### src/rtl/dmem_arbiter_pkg.sv
// ============================================================================
// dmem_arbiter_pkg : shared types and constants for the data-memory arbiter
// Revision 1.0
// ============================================================================
`default_nettype none

package dmem_arbiter_pkg;

  typedef enum logic [0:0] {
    DARB_IDLE   = 1'b0,
    DARB_SECOND = 1'b1
  } darb_state_t;

  localparam logic LANE0   = 1'b0;
  localparam logic LANE1   = 1'b1;
  localparam logic ENABLE  = 1'b1;
  localparam logic DISABLE = 1'b0;

  localparam int MEM_ADDR_BUS = 32;
  localparam int DATA_BUS     = 32;

  localparam logic [31:0] CNT_MAX = 32'hFFFF_FFFF;

  function automatic logic [31:0] sat_inc(input logic [31:0] v);
    return (v == CNT_MAX) ? v : v + 32'd1;
  endfunction

endpackage

`default_nettype wire

### src/rtl/dmem_lane_mux.sv
// ============================================================================
// dmem_lane_mux : selects one lane's access bundle onto the memory port
// Revision 1.0
// ============================================================================
`default_nettype none

module dmem_lane_mux
  import dmem_arbiter_pkg::*;
#(
  parameter int ADDR_W = MEM_ADDR_BUS,
  parameter int DATA_W = DATA_BUS
) (
  input  logic              sel,
  input  logic              en,
  input  logic              ext_stall,
  input  logic              we0,
  input  logic              we1,
  input  logic [3:0]        wea0,
  input  logic [3:0]        wea1,
  input  logic [ADDR_W-1:0] addr0,
  input  logic [ADDR_W-1:0] addr1,
  input  logic [DATA_W-1:0] wdata0,
  input  logic [DATA_W-1:0] wdata1,
  output logic              mem_w,
  output logic [3:0]        mem_wea,
  output logic [ADDR_W-1:0] mem_addr,
  output logic [DATA_W-1:0] mem_wdata
);

  always_comb begin
    mem_w     = DISABLE;
    mem_wea   = 4'h0;
    mem_addr  = (sel == LANE1) ? addr1 : addr0;
    mem_wdata = '0;
    if (en) begin
      mem_wdata = (sel == LANE1) ? wdata1 : wdata0;
      // A stalled store is held back until the stall lifts
      if (!ext_stall) begin
        mem_w   = (sel == LANE1) ? we1 : we0;
        mem_wea = (sel == LANE1) ? wea1 : wea0;
      end
    end
  end

endmodule

`default_nettype wire

### src/rtl/dmem_arbiter.sv
// ============================================================================
// dmem_arbiter : serialises the two lanes' accesses onto one data-memory port
// Revision 1.0
// ============================================================================
`default_nettype none

module dmem_arbiter
  import dmem_arbiter_pkg::*;
#(
  parameter int ADDR_W = MEM_ADDR_BUS,
  parameter int DATA_W = DATA_BUS
) (
  input  logic              clk,
  input  logic              rst_n,
  input  logic              ext_stall,
  input  logic              req0,
  input  logic              req1,
  input  logic              we0,
  input  logic              we1,
  input  logic [3:0]        wea0,
  input  logic [3:0]        wea1,
  input  logic [ADDR_W-1:0] addr0,
  input  logic [ADDR_W-1:0] addr1,
  input  logic [DATA_W-1:0] wdata0,
  input  logic [DATA_W-1:0] wdata1,
  input  logic              num0,
  input  logic              num1,
  output logic              mem_w,
  output logic [3:0]        mem_wea,
  output logic [ADDR_W-1:0] mem_addr,
  output logic [DATA_W-1:0] mem_wdata,
  input  logic [DATA_W-1:0] mem_rdata,
  output logic [DATA_W-1:0] rdata0,
  output logic [DATA_W-1:0] rdata1,
  output logic              stop,
  output logic [31:0]       conflict_cnt
);

  darb_state_t       state;
  logic              first;
  logic [DATA_W-1:0] hold;
  logic [31:0]       cnt;

  logic              same_word_loads;
  logic              conflict;
  logic              older;
  logic              sel;
  logic              en;
  logic [ADDR_W-1:0] mux_addr;

  // Tags always differ, so num0 alone determines program order
  logic unused_num1;
  assign unused_num1 = num1;

  always_comb begin
    same_word_loads = !we0 && !we1 && (addr0[ADDR_W-1:2] == addr1[ADDR_W-1:2]);
    conflict        = req0 && req1 && !same_word_loads;
    older           = num0 ? LANE1 : LANE0;
    sel             = LANE0;
    en              = DISABLE;
    rdata0          = mem_rdata;
    rdata1          = mem_rdata;
    stop            = ext_stall;

    if (state == DARB_SECOND) begin
      sel = ~first;
      en  = ENABLE;
      if (first == LANE0) rdata0 = hold;
      else                rdata1 = hold;
    end else if (conflict) begin
      sel  = older;
      en   = ENABLE;
      stop = 1'b1;
    end else if (req0 || req1) begin
      sel = req0 ? LANE0 : LANE1;
      en  = ENABLE;
    end

    if (!rst_n) begin
      sel    = LANE0;
      en     = DISABLE;
      stop   = 1'b0;
      rdata0 = '0;
      rdata1 = '0;
    end
  end

  dmem_lane_mux #(
    .ADDR_W (ADDR_W),
    .DATA_W (DATA_W)
  ) u_lane_mux (
    .sel       (sel),
    .en        (en),
    .ext_stall (ext_stall),
    .we0       (we0),
    .we1       (we1),
    .wea0      (wea0),
    .wea1      (wea1),
    .addr0     (addr0),
    .addr1     (addr1),
    .wdata0    (wdata0),
    .wdata1    (wdata1),
    .mem_w     (mem_w),
    .mem_wea   (mem_wea),
    .mem_addr  (mux_addr),
    .mem_wdata (mem_wdata)
  );

  assign mem_addr     = rst_n ? mux_addr : '0;
  assign conflict_cnt = cnt;

  always_ff @(posedge clk) begin
    if (!rst_n) begin
      state <= DARB_IDLE;
      hold  <= '0;
      first <= LANE0;
      cnt   <= '0;
    end else begin
      case (state)
        DARB_IDLE: begin
          if (conflict && !ext_stall) begin
            state <= DARB_SECOND;
            hold  <= mem_rdata;
            first <= older;
            cnt   <= sat_inc(cnt);
          end
        end
        DARB_SECOND: begin
          if (!ext_stall) state <= DARB_IDLE;
        end
        default: state <= DARB_IDLE;
      endcase
    end
  end

endmodule

`default_nettype wire

### config.mk
export PLATFORM = sky130hd
export DESIGN_NAME = dmem_arbiter
export DESIGN_NICKNAME = d
export VERILOG_FILES = /design/src/rtl/dmem_arbiter_pkg.sv /design/src/rtl/dmem_lane_mux.sv /design/src/rtl/dmem_arbiter.sv
export SDC_FILE = /design/constraint.sdc
export NUM_CORES = 1
export LEC_CHECK = 0
export CORE_AREA = 2 2 132 134
export CTS_BUF_LIST = sky130_fd_sc_hd__clkbuf_8
export DETAILED_ROUTE_END_ITERATION = 10
export DIE_AREA = 0 0 134 136
export DONT_BUFFER_PORTS = 1
export MAX_ROUTING_LAYER = met4
export PLACE_DENSITY = 0.55
export SKIP_LAST_GASP = 1
export SLEW_MARGIN = 0
export SYNTH_ARGS = -nofsm -noshare
export SYNTH_HDL_FRONTEND = slang
export SYNTH_SLANG_ARGS = --single-unit
export TNS_END_PERCENT = 5
### constraint.sdc
create_clock -name clk -period 4.3 [get_ports clk]
set_clock_uncertainty 0.1 [all_clocks]
set_input_delay 0.86 -clock clk [delete_from_list [all_inputs] [get_ports clk]]
set_output_delay 0.86 -clock clk [all_outputs]
set_load 0.01 [all_outputs]
After elaboration in Yosys (flattened, before gate mapping)
Index checks and enable logic that the tools add are counted.
W data, S select, Z words.
{"block": "op_classes", "addsub": 1, "n_eq_ne": 2, "mux": 32, "bitwise": 3, "n_reduce_logical": 12}
{"op": "$mux W32", "n": 10}
{"op": "$add A32 B1 Y32 const B", "n": 1}
{"op": "$eq A32 B32 Y1 const B", "n": 1}
{"op": "$eq A30 B30 Y1", "n": 1}
{"op": "$mux W1", "n": 18}
{"op": "$mux W4", "n": 3}
{"op": "$logic_and A1 B1 Y1", "n": 5}
{"op": "$logic_not A1 Y1", "n": 4}
{"op": "$not A1 Y1", "n": 3}
{"op": "$reduce_and A3 Y1", "n": 1}
{"op": "$pmux W1 S2", "n": 1}
{"op": "$reduce_and A2 Y1", "n": 1}
{"op": "$logic_or A1 B1 Y1", "n": 1}
{"block": "word_totals", "reg_bits": 66, "inputBits": 177, "output_inout_bits": 166, "word_cells": 54}

Longest topological paths before layout
{"block": "depth", "depth_word": 11, "ltp_mapped": 9, "ltp_nobuf": 7}

Modules after synthesis
From an unflattened synthesis, not the netlist that was laid out.
{"block": "hier_totals", "cells_unflattened": 740, "hier_area_um2": 5516.5}
{"mod": "dmem_arbiter", "n_inst": 1, "cells_per_inst": 622, "area_each_um2": 4460.5, "seq_area_each_um2": 1321.3}
{"mod": "dmem_lane_mux", "n_inst": 1, "cells_per_inst": 118, "area_each_um2": 1056.0, "seq_area_each_um2": 0.0}

Worst setup path before layout
Ideal clock, no wire load.
{"block": "synth_path", "path_kind": "input -> output", "startpoint": "in addr1[23]", "endpoint": "out mem_addr[22]", "arrival_ns": 2.497, "required_ns": 3.340, "slack_ns": 0.843, "stages": 9, "n_path_buf": 3, "path_cell_list": "xnor2_1 nand4_1 nor4_2 a21bo_2 buf_2 buf_2 buf_4 nand3_1 a21oi_1"}
{"block": "synth_via", "elab_chain_len": 9}
{"element": "start: declaration", "line_no": "dmem_arbiter.sv:23", "text": "input logic [ADDR_W-1:0] addr1,"}
{"element": "$eq A30 B30 Y1", "line_no": "dmem_arbiter.sv:56", "text": "same_word_loads = !we0 && !we1 && (addr0[ADDR_W-1:2] == addr1[ADDR_W-1:2]);"}
{"element": "$logic_and A1 B1 Y1", "line_no": "dmem_arbiter.sv:56"}
{"element": "$logic_not A1 Y1", "line_no": "dmem_arbiter.sv:57", "text": "conflict = req0 && req1 && !same_word_loads;"}
{"element": "$logic_and A1 B1 Y1", "line_no": "dmem_arbiter.sv:57"}
{"element": "$mux W1", "line_no": "dmem_arbiter.sv:70", "text": "end else if (conflict) begin"}
{"element": "$mux W1", "line_no": "dmem_arbiter.sv:65", "text": "if (state == DARB_SECOND) begin"}
{"element": "$mux W1", "line_no": "dmem_arbiter.sv:79", "text": "if (!rst_n) begin"}
{"element": "$mux W32", "line_no": "dmem_lane_mux.sv:33", "text": "mem_addr = (sel == LANE1) ? addr1 : addr0;"}
{"element": "$mux W32", "line_no": "dmem_arbiter.sv:109", "text": "assign mem_addr = rst_n ? mux_addr : '0;"}
{"element": "end: declaration", "line_no": "dmem_arbiter.sv:30", "text": "output logic [ADDR_W-1:0] mem_addr,"}
No other way between the ends.

Worst setup path in the final report
{"block": "layout_path", "startpoint": "in addr1[4]", "endpoint": "out mem_wdata[4]"}
{"block": "layout_via", "elab_chain_len": 9, "elab_cells_between_ends": 12, "cone_classes": "eq/ne (1); mux (8); reduce/logical (3)"}
{"element": "$eq A30 B30 Y1 *", "line_no": "dmem_arbiter.sv:56"}
{"element": "$logic_and A1 B1 Y1 *", "line_no": "dmem_arbiter.sv:56"}
{"element": "$logic_not A1 Y1 *", "line_no": "dmem_arbiter.sv:57"}
{"element": "$logic_and A1 B1 Y1 *", "line_no": "dmem_arbiter.sv:57"}
{"element": "$mux W1", "line_no": "dmem_arbiter.sv:70"}
{"element": "$mux W1", "line_no": "dmem_arbiter.sv:65"}
{"element": "$mux W1", "line_no": "dmem_arbiter.sv:79"}
{"element": "$mux W32", "line_no": "dmem_lane_mux.sv:36", "text": "mem_wdata = (sel == LANE1) ? wdata1 : wdata0;"}
{"element": "$mux W32 *", "line_no": "dmem_lane_mux.sv:35", "text": "if (en) begin"}
{"element": "end: declaration", "line_no": "dmem_arbiter.sv:31", "text": "output logic [DATA_W-1:0] mem_wdata,"}
Every way passes the cells marked *; elsewhere a longest branch is shown, timed or not.

==> results_dict.tcl <==
set metrics [dict create \
    status "complete, no violations" \
    reg2reg_depth 7 \
    fillers 1835 \
    p_leak_nw 2.14 \
    routabilityCongestion 0.948 \
    power_switching_mw 0.552 \
    ys_ff_latch 66 \
    numCtsBuffers 9 \
    yosysWarnings 0 \
    drt_iter0_drc 415 \
    cp.arrival_ns 3.16 \
    async_flop_share_pct 0 \
    whs_path_depth 2 \
    startpoint_type "input port" \
    critPathMaxFanout 40 \
    intPower_mw 1.11 \
    clkLatencyLatePin_ns 0.35 \
    grt_pass1_wl_um 31900 \
    synth_nets 1049 \
    cts_tree "done" \
    dp_hpwl_um 15600 \
    dieWidth_um 134 \
    multi_input_area_um2 3880 \
    fmax_mhz 243 \
    die_area_um2 18200 \
    core_um2 16900 \
    dp_cells 1084 \
    rsz0062_at_grt "no" \
    grt_pass1_vias 5597 \
    clk_pin_slew_ns 0.08 \
    cp.required_ns 3.34 \
    crit_slowest_cell "nor4_2" \
    max-slew-margin-rel_pct 42.0 \
    syn_area_um2 5530 \
    remaining_drc_errors 0 \
    final_cells 1103 \
    clock-sinks 66 \
    firstDrtPassIters 5 \
    drv_slew 0 \
    track_usage_pct 22.7 \
    routed_wl_um 21600 \
    yosys.cell_types.count 49 \
    tightest_slew_ns 0.868 \
    syn_inst 871 \
    initial_core_util_pct 32.8 \
    final_nets 1048 \
    mostFrequentLayoutCell "nand2_1" \
    wl_per_cell_um 19.6 \
    hold_path_end "hold[20]$_SDFFE_PN0P_" \
    io_pins 343 \
    drv_cap 0 \
    r2r_end "conflict_cnt[12]$_SDFFE_PN0P_" \
    min_from "hold[20]$_SDFFE_PN0P_" \
    min_period_over_period_pct 95.8 \
    syn_to_final_growth_pct 13.8 \
    drt-vias-per-instance 5.80 \
    cts_buffer_depth 2 \
    grt_start_max_net_pins 134 \
    min_period_ns 4.12 \
    ff2ff_setup_slack_ns 1.47 \
    hold_violations 0 \
    vias 6393 \
    pwr-share-seq_pct 37.9 \
    mostFrequentLayoutCells "nand2_1, a21oi_1, nand3_1, o21ai_0, dfxtp_1" \
    swShare_pct 33.2 \
    ys_seq_area_share_pct 23.9 \
    finalSetupTns_ns 0 \
    overflow 0 \
    p_per_area_nw_per_um2 264 \
    ctsHoldBuffers 0 \
    drive_gt1_share_pct 12.2 \
    crit_path_end_kind "primary output" \
    final-seq-area_um2 1320 \
    ys.flop_type "dfxtp_1" \
    p_clk_share_pct 35.4 \
    postRouteAntennaNets 0 \
    pwr-share-comb_pct 26.7 \
    h-tree-depth 3 \
    crit_chain "xnor2_1, nand4_1, nor4_2, a21bo_2, buf_12, nand3_1, a21boi_0, buf_4" \
    antenna_found_initial 2 \
    setup_viol 0 \
    ir_worst_vdd_mv 0.120 \
    io_buffer_count 0 \
    cts_root_buf "clkbuf_8" \
    die_y_um 136 \
    min_path_type "flip-flop to flip-flop" \
    postCtsSetupBuffers 0 \
    slowest_delay_ns 0.61 \
    r2r-start "conflict_cnt[0]$_SDFFE_PN0P_" \
    crit_type "input port to primary output" \
    synth_edf_count 0 \
    syn_area_per_cell_um2 6.35 \
    post_cts_resize_count 0 \
    num_rows 48 \
]
worst max-delay path: cells and delay by family:
kind	cells	cell delay [ns]
xor gates and xnor gates	1	0.22
and+or+nand+nor	3	0.84
AOI/OAI and AO/OA	2	0.74
buffers and inverters	2	0.47
per-stage QoR:
stage	util, %	power, mW	hold WS [ns]	instance area, um2	setup WS (ns)
3_5_place_dp	36.0	1.09	0.364	6070	0.236
2_1_floorplan	-	0.945	0.350	5530	0.843
5_1_grt	37.3	1.74	0.395	6300	0.0955
4_1_cts	37.3	1.68	0.376	6290	0.212
3_3_place_gp	36.0	1.08	0.359	6070	0.265
6_report	37.3	1.66	0.375	6300	0.181
state kept, by name (all words and copies together), names as in the netlist:
register,count
conflict_cnt,32
first,1
state,1
hold,32
worst max path at each step:
stage	startpoint	to
finish	addr1[4]	mem_wdata[4]
global route	addr1[4]	mem_wdata[4]
CTS	addr1[4]	mem_wdata[4]
detailed placement	addr1[4]	mem_wdata[4]
global placement	addr1[4]	mem_wdata[2]
floorplan	addr1[23]	mem_addr[22]
cells by family (layout without fill, tap and decap cells):
logic type / Yosys count / in the layout / share of synthesized area (%)
XOR/XNOR: 30 / 30 / 4.75
adder cells (fa/ha/maj): 1 / 1 / 0.226
buffers and inverters: 87 / 91 / 6.97
AND/OR/NAND/NOR: 386 / 386 / 33.2
multiplexers: 4 / 4 / 0.724
AO/OA/AOI/OAI: 297 / 297 / 30.3
flip-flops: 66 / 66 / 23.9
other: 0 / 3 / 0
synth_stat cells (3+ instances only):
| cell type | count | area, um2 |
|---|---|---|
| nand4_1 | 21 | 131 |
| mux2i_1 | 4 | 40.0 |
| nor4_2 | 4 | 50.1 |
| or4_1 | 16 | 120 |
| or3_1 | 5 | 31.3 |
| o31ai_1 | 16 | 120 |
| dfxtp_1 | 66 | 1320 |
| buf_2 | 11 | 55.1 |
| buf_4 | 4 | 30.0 |
| a21boi_0 | 30 | 225 |
| xnor2_1 | 30 | 263 |
| o21ai_0 | 74 | 370 |
| buf_6 | 4 | 45.0 |
| inv_1 | 6 | 22.5 |
| nor3_1 | 6 | 30.0 |
| nand3_1 | 83 | 415 |
| and3_1 | 5 | 31.3 |
| nand2b_1 | 6 | 37.5 |
| nand2_1 | 214 | 803 |
| clkbuf_1 | 59 | 221 |
| a31o_2 | 3 | 26.3 |
| a21oi_1 | 154 | 771 |
| nor2_1 | 10 | 37.5 |
| buf_1 | 3 | 11.3 |
| a21boi_1 | 8 | 60.1 |
area by class of cell:
cell class	instances	area share, %
multi-input combinational	718	61.5
sequential	66	21.0
timing repair buffer	69	9.02
tap	225	4.47
clock buffer	9	1.97
clock inverter	7	1.51
inverter	6	0.397
antenna	3	0.119
power by group through the flow:
stage	sequential, mW	combinational [mW]	clock, mW
final	0.631	0.443	0.589
after global routing	0.633	0.482	0.629
after CTS	0.631	0.443	0.606
after detailed placement	0.645	0.442	0
after global placement	0.645	0.440	0
after floorplan	0.642	0.302	0
metal layers:
layer	up-vias	global-route usage, %	share of wire [%]
met3	37	6.52	9.0
met5	-	-	0
met4	0	8.45	2.5
met2	289	35.4	47
li1	3078	-	-
met1	2989	28.0	42
Power figures use the tool's default switching activity.
